<file path="config.mk">
export PLATFORM = sky130hd
export DESIGN_NAME = mdu_seq
export DESIGN_NICKNAME = d
export VERILOG_FILES = /design/src/rtl/mdu_seq.sv
export SDC_FILE = /design/constraint.sdc
export NUM_CORES = 1
export LEC_CHECK = 0
export CAP_MARGIN = 15
export CORE_MARGIN = 5
export CORE_UTILIZATION = 35
export DETAILED_ROUTE_END_ITERATION = 12
export HOLD_SLACK_MARGIN = 0.02
export PLACE_DENSITY = 0.71
export SYNTH_ARGS = -nofsm -noshare
export SYNTH_HDL_FRONTEND = slang
export SYNTH_SLANG_ARGS = --single-unit
</file>
<file path="constraint.sdc">
create_clock -name clk_i -period 7.12 [get_ports clk_i]
set_input_delay 1.424 -clock clk_i [delete_from_list [all_inputs] [get_ports clk_i]]
set_output_delay 1.424 -clock clk_i [all_outputs]
set_load 0.005 [all_outputs]
</file>
<file path="src/rtl/mdu_seq.sv">
// mdu_seq: iterative unsigned MUL/MULHU/DIVU/REMU sequencer issuing one ADD/SUB per cycle to an external ALU.
// Optional build macro MDU_FASTZERO_EN: zero operands skip iteration and go straight to DONE.
module mdu_seq #(
    parameter int WIDTH = 32
) (
    input  logic             clk_i,
    input  logic             reset_i,
    input  logic             start_i,
    input  logic [1:0]       op_i,
    input  logic [WIDTH-1:0] rs1_i,
    input  logic [WIDTH-1:0] rs2_i,
    output logic             busy_o,
    output logic             done_o,
    output logic [WIDTH-1:0] result_o,
    output logic [WIDTH-1:0] alu_a_o,
    output logic [WIDTH-1:0] alu_b_o,
    output logic [3:0]       alu_ctrl_o,
    input  logic [WIDTH-1:0] alu_out_i
);
    localparam int CW = $clog2(WIDTH);

    typedef enum logic [1:0] {IDLE, ITER, DONE} state_e;

    state_e           state_q, state_d;
    logic [WIDTH-1:0] hi_q, hi_d, lo_q, lo_d, m_q, m_d, result_q, result_d;
    logic [1:0]       op_q, op_d;
    logic [CW-1:0]    cnt_q, cnt_d;
    logic             done_q, done_d;
    logic [WIDTH-1:0] rs;
    logic             fast, carry, ge;

`ifdef MDU_FASTZERO_EN
    assign fast = (rs2_i == '0) || (!op_i[1] && rs1_i == '0);
`else
    assign fast = 1'b0;
`endif

    // Next-state, datapath update and ALU drive; HI/LO double as R/Q when dividing
    always_comb begin
        state_d    = state_q;
        hi_d       = hi_q;
        lo_d       = lo_q;
        m_d        = m_q;
        op_d       = op_q;
        cnt_d      = cnt_q;
        result_d   = result_q;
        done_d     = 1'b0;
        alu_a_o    = '0;
        alu_b_o    = '0;
        alu_ctrl_o = 4'b0000;
        rs         = {hi_q[WIDTH-2:0], lo_q[WIDTH-1]};
        carry      = 1'b0;
        ge         = 1'b0;
        case (state_q)
            IDLE: begin
                // the cycle carrying the done pulse still refuses a new request
                if (start_i && !done_q) begin
                    op_d    = op_i;
                    cnt_d   = '0;
                    m_d     = op_i[1] ? rs2_i : rs1_i;
                    state_d = fast ? DONE : ITER;
                    hi_d    = (fast && op_i[1]) ? rs1_i : '0;
                    lo_d    = fast ? (op_i[1] ? '1 : '0) : (op_i[1] ? rs1_i : rs2_i);
                end
            end
            ITER: begin
                cnt_d   = cnt_q + 1'b1;
                state_d = (cnt_q == CW'(WIDTH - 1)) ? DONE : ITER;
                if (op_q[1]) begin
                    alu_a_o    = rs;
                    alu_b_o    = m_q;
                    alu_ctrl_o = 4'b0001;
                    ge         = hi_q[WIDTH-1] | (rs >= m_q);
                    hi_d       = ge ? alu_out_i : rs;
                    lo_d       = {lo_q[WIDTH-2:0], ge};
                end else begin
                    alu_a_o = hi_q;
                    alu_b_o = lo_q[0] ? m_q : '0;
                    carry   = alu_out_i < hi_q;
                    hi_d    = {carry, alu_out_i[WIDTH-1:1]};
                    lo_d    = {alu_out_i[0], lo_q[WIDTH-1:1]};
                end
            end
            DONE: begin
                state_d  = IDLE;
                done_d   = 1'b1;
                result_d = op_q[0] ? hi_q : lo_q;
            end
            default: state_d = IDLE;
        endcase
    end

    // State register with synchronous reset clearing every register
    always_ff @(posedge clk_i) begin
        if (reset_i) begin
            state_q  <= IDLE;
            hi_q     <= '0;
            lo_q     <= '0;
            m_q      <= '0;
            op_q     <= '0;
            cnt_q    <= '0;
            result_q <= '0;
            done_q   <= 1'b0;
        end else begin
            state_q  <= state_d;
            hi_q     <= hi_d;
            lo_q     <= lo_d;
            m_q      <= m_d;
            op_q     <= op_d;
            cnt_q    <= cnt_d;
            result_q <= result_d;
            done_q   <= done_d;
        end
    end

    assign busy_o   = state_q != IDLE;
    assign done_o   = done_q;
    assign result_o = result_q;
endmodule

</file>
# --- Word-level counts from Yosys, hierarchy flattened ---
# Index checks and enable logic that the tools add are counted.
totals:
  ramBits: 0
  mem_bits_ro: 0
  latchBits: 0
  mem_count: 0
  inputBits: 101
  word_cells: 46
  reg_bits: 138
op_classes:
  n_mul: 0
  n_addsub: 1
  n_mux: 23
  n_reduce_logical: 7
  eq_ne: 4
  div: 0
  n_shift: 0
  n_lt_le_gt_ge: 2
  n_bitwise: 1
ops:
  columns: ["cell", "n"]
  rows:
  - ["$mux 32", 13]
  - ["$pmux 32 s2", 2]
  - ["$ge 32x32->1", 1]
  - ["$lt 32x32->1", 1]
  - ["$pmux 5 s2", 1]
  - ["$add 5x1->5 const B", 1]
  - ["$eq 5x5->1 const B", 1]
  - ["$mux 5", 1]
  - ["$mux 2", 2]
  - ["$pmux 2 s2", 1]
  - ["$reduce_and 2->1", 2]
  - ["$reduce_bool 2->1", 2]
  - ["$mux 1", 3]
  - ["$eq 2x1->1 const B", 1]
  - ["$eq 2x2->1 const B", 1]
  - ["$logic_not 2->1", 1]
  - ["$ne 2x2->1 const B", 1]
  - ["$logic_and 1x1->1", 1]
  - ["$logic_not 1->1", 1]
  - ["$or 1x1->1", 1]

# --- Logic depth before layout (Yosys ltp) ---
# Gate-level depths: netlist of the first run.
logic_depth:
  word_depth: 5
  depth_mapped: 10
  mapped_depth_nobuf: 9

# --- Worst setup path before layout of the first run ---
# No wires, ideal clock.
synth_timing:
  path_type: "flip-flop to output port"
  start: "register op_q[1]"
  end: "output alu_a_o[24]"
  n_path_buf: 3
  t_arrival_ps: 1522
  required_time_ps: 5696
  stages_incl_launch_ff: 6
  path_slack_ps: 4174
  path_cell_list: "dfxtp_1 > clkbuf_1 > buf_2 > buf_1 > mux2i_1 > nor2_1"
synth_between:
  elab_chain_cells: 2
synth_rtl:
  columns: ["item", "line", "text"]
  rows:
  - ["from (decl)", "26", "logic [1:0] op_q, op_d;"]
  - ["from (signal assigned)", "109", "op_q <= op_d;"]
  - ["$mux 32", "69", "if (op_q[1]) begin"]
  - ["$mux 32", "54", "case (state_q)"]
  - ["to (decl)", "15", "output logic [WIDTH-1:0] alu_a_o,"]
# Every way passes these cells.

# --- Worst setup path in the final report of the first run ---
layout_timing:
  start: "register op_q[1]"
  end: "output alu_a_o[19]"
# The elaborated chain is that of the path after synthesis.

==> qor.csv, run 1 <==
stage;metric;value;unit
outcome;status;finished, final reports clean;
worst_setup_path;WS Path Type;flip-flop to primary output;
clocking;CTS Sinks;138;
route;Routed WL;28.2;mm
synthesis;post-synth cell types;45;
global_route;initial antenna violation count;1;
sta;Min Clock Period, post-route;4.08;ns
power;Comb pwr share;0.227;
synthesis;syn_area_per_cell;8.63;um^2
placed_design;post-DP HPWL;20.2;mm
sta;Final Hold Vio Count;0;
floorplan;core area;0.0252;mm^2
cells_and_area;Layout Utilization;0.466;
worst_setup_path;worst reg2reg path startpoint;hi_q[16];
route;WL per Instance;18.4;um
placed_design;placed cell areas;0.0111;mm^2
synthesis;Seq/Total Area, Yosys;0.309;
floorplan;die area;0.0289;mm^2
clocking;Worst-path clk slew;0.06;ns
clocking;post-CTS setup buffer count;0;
clocking;CTS tree;yes;
route;Vias/cell;5.40;
power;Seq pwr share;0.380;
worst_setup_path;Reg2Reg Capture Point;hi_q[31];
synthesis;number of synthesized flops with an enable pin;0;
clocking;clk_lat worst skew;0.42;ns
worst_setup_path;Worst Path Required;5.70;ns
sta;Final Slew Violations;0;
sta;Slew headroom;0.209;
global_route;vias in the first global route;8084;
worst_setup_path;critical path fanouts, max;46;
worst_setup_path;R2R cell count;9;
power;NetSw;700;uW
clocking;Resize count post-CTS;0;
floorplan;Initial Util;0.356;
global_route;global-route wire length before repair;44.4;mm
clocking;CTS Root Cell;clkbuf_16;
cells_and_area;Layout area overhead;31.0;%
synthesis;asr flop ratio synth;0;
clocking;hold_buf cts;0;
route;DRT Pass-1 Iters;5;
cells_and_area;Reg area;0.00277;mm^2
route;DR iter-0 viols;489;
power;internal power;1.64;mW
power;Sw Share;0.299;
cells_and_area;Fillers;2432;
synthesis;Yosys Warn Count;0;
synthesis;Post-synth top flop;dfxtp_1;
synthesis;synthesized instance count;1037;
clocking;CTS Buf Count;17;
route;drt drc;0;
floorplan;Die Span Y;170;um
route;DR vias;8260;
cells_and_area;final instance area;0.0117;mm^2
sta;count of final setup violators;0;
worst_hold_path;Hold Crit Start;cnt_q[3];
floorplan;# rows;58;
worst_hold_path;Hold Crit Class;flip-flop to flip-flop;
power;Static Leak;4.38;nW
synthesis;Mapped Area;0.00895;mm^2
worst_hold_path;hold depth;1;
worst_setup_path;Arrival @ worst endpoint;2.66;ns
global_route;Total Routing Usage GR;0.192;
cells_and_area;nets@finish;1351;
power;power per cell area;200;mW/mm^2
sta;Layout Skew;0.00925;ns
worst_setup_path;r2r setup slk;4.22;ns
clocking;clk buf depth;2;
clocking;CTS H-Tree Depth;4;
sta;Slew @ Worst Pin;1.19;ns
run;Max Cap Viol;0;
sta;Max Fclk;245;MHz
floorplan;I/O Pins;203;
worst_setup_path;Worst setup SP type;flip-flop;
placed_design;gpl congestion;0.815;
placed_design;Port Buffers;199;
worst_setup_path;Crit. End Element;primary output;
placed_design;placed cell count;1494;
route;Routed Antenna Nets;0;
sta;final cycle utilization of the critical path;0.573;
power;clock share of power;0.393;
global_route;largest net degree at the start of global routing;82;
synthesis;Yosys reg bits;138;
floorplan;Die X;170;um
power;Peak VDD IR;0.113;mV
cells_and_area;Final Non-Filler Cells;1529;
cells_and_area;share of post-route cells with drive strength above 1;0.0509;
cells_and_area;area of the multi-input gates;0.00558;mm^2
global_route;global route overflow;0;
sta;Setup Total Neg Slack;0;ns
sta;RSZ-0062 raised after global routing;no;
worst_hold_path;Worst Hold Path EP;cnt_q[3];
## power by group through the flow
| stage | registers [mW] | logic, mW | clock network, mW |
|---|---|---|---|
| after floorplan | 0.872 | 0.389 | 0 |
| after global placement | 0.904 | 0.519 | 0 |
| after detailed placement | 0.905 | 0.531 | 0 |
| after CTS | 0.888 | 0.535 | 0.938 |
| after global routing | 0.897 | 0.590 | 0.975 |
| final | 0.889 | 0.532 | 0.920 |
## cell usage in the layout, fill, tap and decap left out, types with 30 or more instances in the layout
master / instances
nor3_1: 33
nor2_1: 146
o21ai_1: 30
mux2i_1: 191
a22oi_1: 31
inv_1: 64
dfxtp_1: 136
clkdlybuf4s50_1: 197
a211oi_1: 130
ha_1: 65
## critical path: stages, from the launching register on
cell,delay [ns]
dfxtp_4,0.64
buf_4,0.69
mux2i_1,0.21
nor2_1,0.12
clkdlybuf4s50_1,0.50
## cell families after synthesis
| family | Yosys count | synth area share |
|---|---|---|
| other | 1 | 0.000419 |
| flip-flops | 138 | 0.309 |
| adder cells (fa/ha/maj) | 65 | 0.0908 |
| AO/OA/AOI/OAI | 257 | 0.201 |
| buffers and inverters | 150 | 0.0728 |
| multiplexers | 191 | 0.214 |
| AND/OR/NAND/NOR | 235 | 0.113 |
## final cells by class
| class | instances | area share |
|---|---|---|
| Inverter | 64 | 0.0205 |
| Sequential cell | 138 | 0.236 |
| Clock inverter | 10 | 0.0121 |
| Timing Repair Buffer | 213 | 0.180 |
| Clock buffer | 22 | 0.0396 |
| Antenna cell | 1 | 0.000213 |
| Multi-Input combinational cell | 751 | 0.476 |
| Tap cell | 330 | 0.0352 |
## registers in the layout, summed over array words and instances (netlist names)
name and count:
hi_q 32, lo_q 32, m_q 32, result_o 32, cnt_q 5, op_q 2
state_q 2, done_o 1
## cells in the mapped netlist (22+ instances only)
cell type	n	area (um^2)
clkbuf_1	51	191
nor2_1	147	552
a211oi_1	130	976
ha_1	65	813
inv_1	64	240
a22oi_1	31	233
o21ai_1	30	150
nor3_1	35	175
nand2_1	22	82.6
a21oi_1	25	125
dfxtp_1	138	2760
mux2i_1	191	1910
## how the worst max path moves through the flow
stage                       start          end  slack, ns  cells past startpoint
final                     op_q[1]  alu_a_o[19]       3.04                      4
after global placement    start_i     cnt_q[2]       3.12                      6
after global routing      op_q[1]   alu_a_o[6]       2.90                      4
after floorplan           op_q[1]  alu_a_o[24]       4.17                      5
after detailed placement  start_i     cnt_q[2]       3.10                      6
after CTS                 op_q[1]  alu_a_o[31]       3.01                      4
## per-stage QoR
stage / total power, mW / worst slack, ns / hold WS (ns)
after CTS: 2.36 / 3.01 / 0.465
after global routing: 2.46 / 2.90 / 0.486
after global placement: 1.42 / 3.12 / 0.447
final: 2.34 / 3.04 / 0.463
after floorplan: 1.26 / 4.17 / 0.429
after detailed placement: 1.44 / 3.10 / 0.454
## metal layers
| metal | up-vias | wire length [um] | global-route usage |
|---|---|---|---|
| met5 | - | 0 | 0 |
| met4 | 0 | 375 | 0.0420 |
| met3 | 23 | 1470 | 0.0381 |
| met2 | 211 | 13400 | 0.321 |
| met1 | 3950 | 13000 | 0.257 |
| li1 | 4076 | - | - |
Note: power is estimated with default switching activity, not from simulation.
==> run 2, diff against run 1 <==
clock period = 3.9 ns   (was 7.12 ns; I/O delays follow)
==> qor.csv, run 2 (synthesized netlist as in run 1, its figures left out) <==
stage;metric;value;unit;change
global_route;global route overflow;0;;unchanged
power;power per cell area;379;mW/mm^2;+90%
route;Routed Antenna Nets;0;;unchanged
cells_and_area;most frequent cells in the layout;clkdlybuf4s50_1 (197), mux2i_1 (191), nor2_1 (146);;
route;DR vias;8292;;+0.39%
power;Peak VDD IR;0.223;mV;+98%
sta;worst setup margin;0.773;ns;-2.26 ns
global_route;initial antenna violation count;0;;-1
cells_and_area;nets@finish;1356;;+0.37%
global_route;Total Routing Usage GR;0.194;;+0.00273
placed_design;gpl congestion;0.815;;about the same
worst_setup_path;Arrival @ worst endpoint;2.35;ns;-0.31 ns
floorplan;die area;0.0289;mm^2;unchanged
worst_hold_path;Hold Crit Class;flip-flop to flip-flop;;
clocking;hold_buf cts;0;;unchanged
clocking;clk buf depth;2;;unchanged
worst_setup_path;critical path fanouts, max;14;;-70%
sta;Final Hold Vio Count;0;;unchanged
cells_and_area;area of the multi-input gates;0.00558;mm^2;unchanged
worst_setup_path;Crit. End Element;primary output;;
global_route;met3 Usage GRT;0.0360;;-0.00209
cells_and_area;Reg area;0.00277;mm^2;unchanged
sta;Min Clock Period, post-route;3.13;ns;
global_route;GR peak layer;met2;;
route;WL per Instance;18.7;um;+1.5%
clocking;CTS Sinks;138;;unchanged
global_route;global-route wire length before repair;45.0;mm;+1.3%
global_route;Global Route met2 Usage;0.325;;+0.00432
floorplan;# rows;58;;unchanged
placed_design;placed cell count;1501;;+0.47%
clocking;CTS H-Tree Depth;4;;unchanged
power;Static Leak;4.43;nW;+1.2%
global_route;largest net degree at the start of global routing;74;;-9.8%
placed_design;Port Buffers;199;;unchanged
floorplan;Die X;170;um;unchanged
floorplan;Initial Util;0.356;;unchanged
cells_and_area;most common cell after layout, fill and taps aside;clkdlybuf4s50_1;;
floorplan;core area;0.0252;mm^2;unchanged
route;Vias/cell;5.41;;+0.13%
cells_and_area;Layout area overhead;32.1;%;
worst_setup_path;Worst Path Required;3.12;ns;-2.58 ns
cells_and_area;Fillers;2448;;+0.66%
clocking;Worst-path clk slew;0.06;ns;about the same
clocking;CTS tree;yes;;
cells_and_area;final antenna diode count;0;;-1
sta;final cycle utilization of the critical path;0.802;;
clocking;post-CTS setup buffer count;0;;unchanged
floorplan;Die Span Y;170;um;unchanged
route;drt drc;0;;unchanged
outcome;status;finished, final reports clean;;
power;Power, Total;4.48;mW;+91%
sta;RSZ-0062 raised after global routing;no;;
placed_design;pre-CTS setup slack;0.892;ns;-2.21 ns
clocking;clk_lat worst skew;0.43;ns;about the same
sta;Layout Skew;0.0127;ns;+0.00348 ns
sta;Final Slew Violations;0;;unchanged
route;DR iter-0 viols;502;;+2.7%
cells_and_area;Final Non-Filler Cells;1533;;+0.26%
global_route;routing usage on met1;0.261;;+0.00370
worst_setup_path;WS Path Type;flip-flop to primary output;;
route;DRT Pass-1 Iters;5;;unchanged
clocking;CTS Buf Count;17;;unchanged
sta;count of final setup violators;0;;unchanged
clocking;CTS Root Cell;clkbuf_16;;
sta;Max Fclk;320;MHz;
floorplan;I/O Pins;203;;unchanged
placed_design;post-DP HPWL;20.6;mm;+2.0%
worst_setup_path;Worst setup SP type;flip-flop;;
sta;Setup Total Neg Slack;0;ns;unchanged
cells_and_area;share of post-route cells with drive strength above 1;0.0565;;+0.00561
sta;Slew headroom;0.231;;+0.0221
global_route;vias in the first global route;8262;;+2.2%
run;Max Cap Viol;0;;unchanged
route;Routed WL;28.7;mm;+1.8%
clocking;Resize count post-CTS;0;;unchanged
sta;Slew @ Worst Pin;1.15;ns;-0.0332 ns
run 2: cell count changes in the layout (fill, tap and decap cells not counted):
cell       change
diode_2        -1
clkbuf_8       +2
clkinv_2       -1
buf_6          -1
buf_16         -1
inv_6          -1
bufinv_16      +2
clkbuf_1       -2
buf_4          +5
buf_12         +2
run 2: final cells by class:
class / instances / share of cell area
Sequential cell: 138 / 0.234
Timing Repair Buffer: 218 / 0.182
Inverter: 64 / 0.0203
Tap cell: 330 / 0.0349
Clock inverter: 10 / 0.0159
Clock buffer: 22 / 0.0409
Multi-Input combinational cell: 751 / 0.472
run 2: layer usage:
layer / part of all wire / up-vias
li1: - / 4086
met1: 0.45 / 3945
met2: 0.47 / 232
met3: 0.058 / 29
met4: 0.014 / 0
met5: 0 / -
run 2: power by group:
part | internal (mW) | switching (mW)
combinational | 0.465 | 0.535
clock | 1.21 | 0.663
sequential | 1.50 | 0.116
total | 3.17 | 1.31
run 2: worst paths after layout:
path         depth (start not counted)  slack (ns)           to      from
min                                  1        0.47     cnt_q[3]  cnt_q[3]
min reg2reg                          1        0.47     cnt_q[3]  cnt_q[3]
max                                  4        0.77  alu_b_o[25]   lo_q[0]
max reg2reg                          9        1.06     hi_q[17]  hi_q[16]
run 2: critical path: stages, from the launching register on:
cell             delay (ns)
dfxtp_1                0.35
nor2_2                 0.69
buf_4                  0.33
nor3_1                 0.07
clkdlybuf4s50_1        0.49
run 2: through the flow:
stage	utilization	hold WS [ns]	area, um^2
detailed placement	0.443	0.462	11200
global placement	0.443	0.441	11200
floorplan	-	0.429	8960
finish	0.470	0.473	11800
global route	0.470	0.487	11800
CTS	0.470	0.470	11800
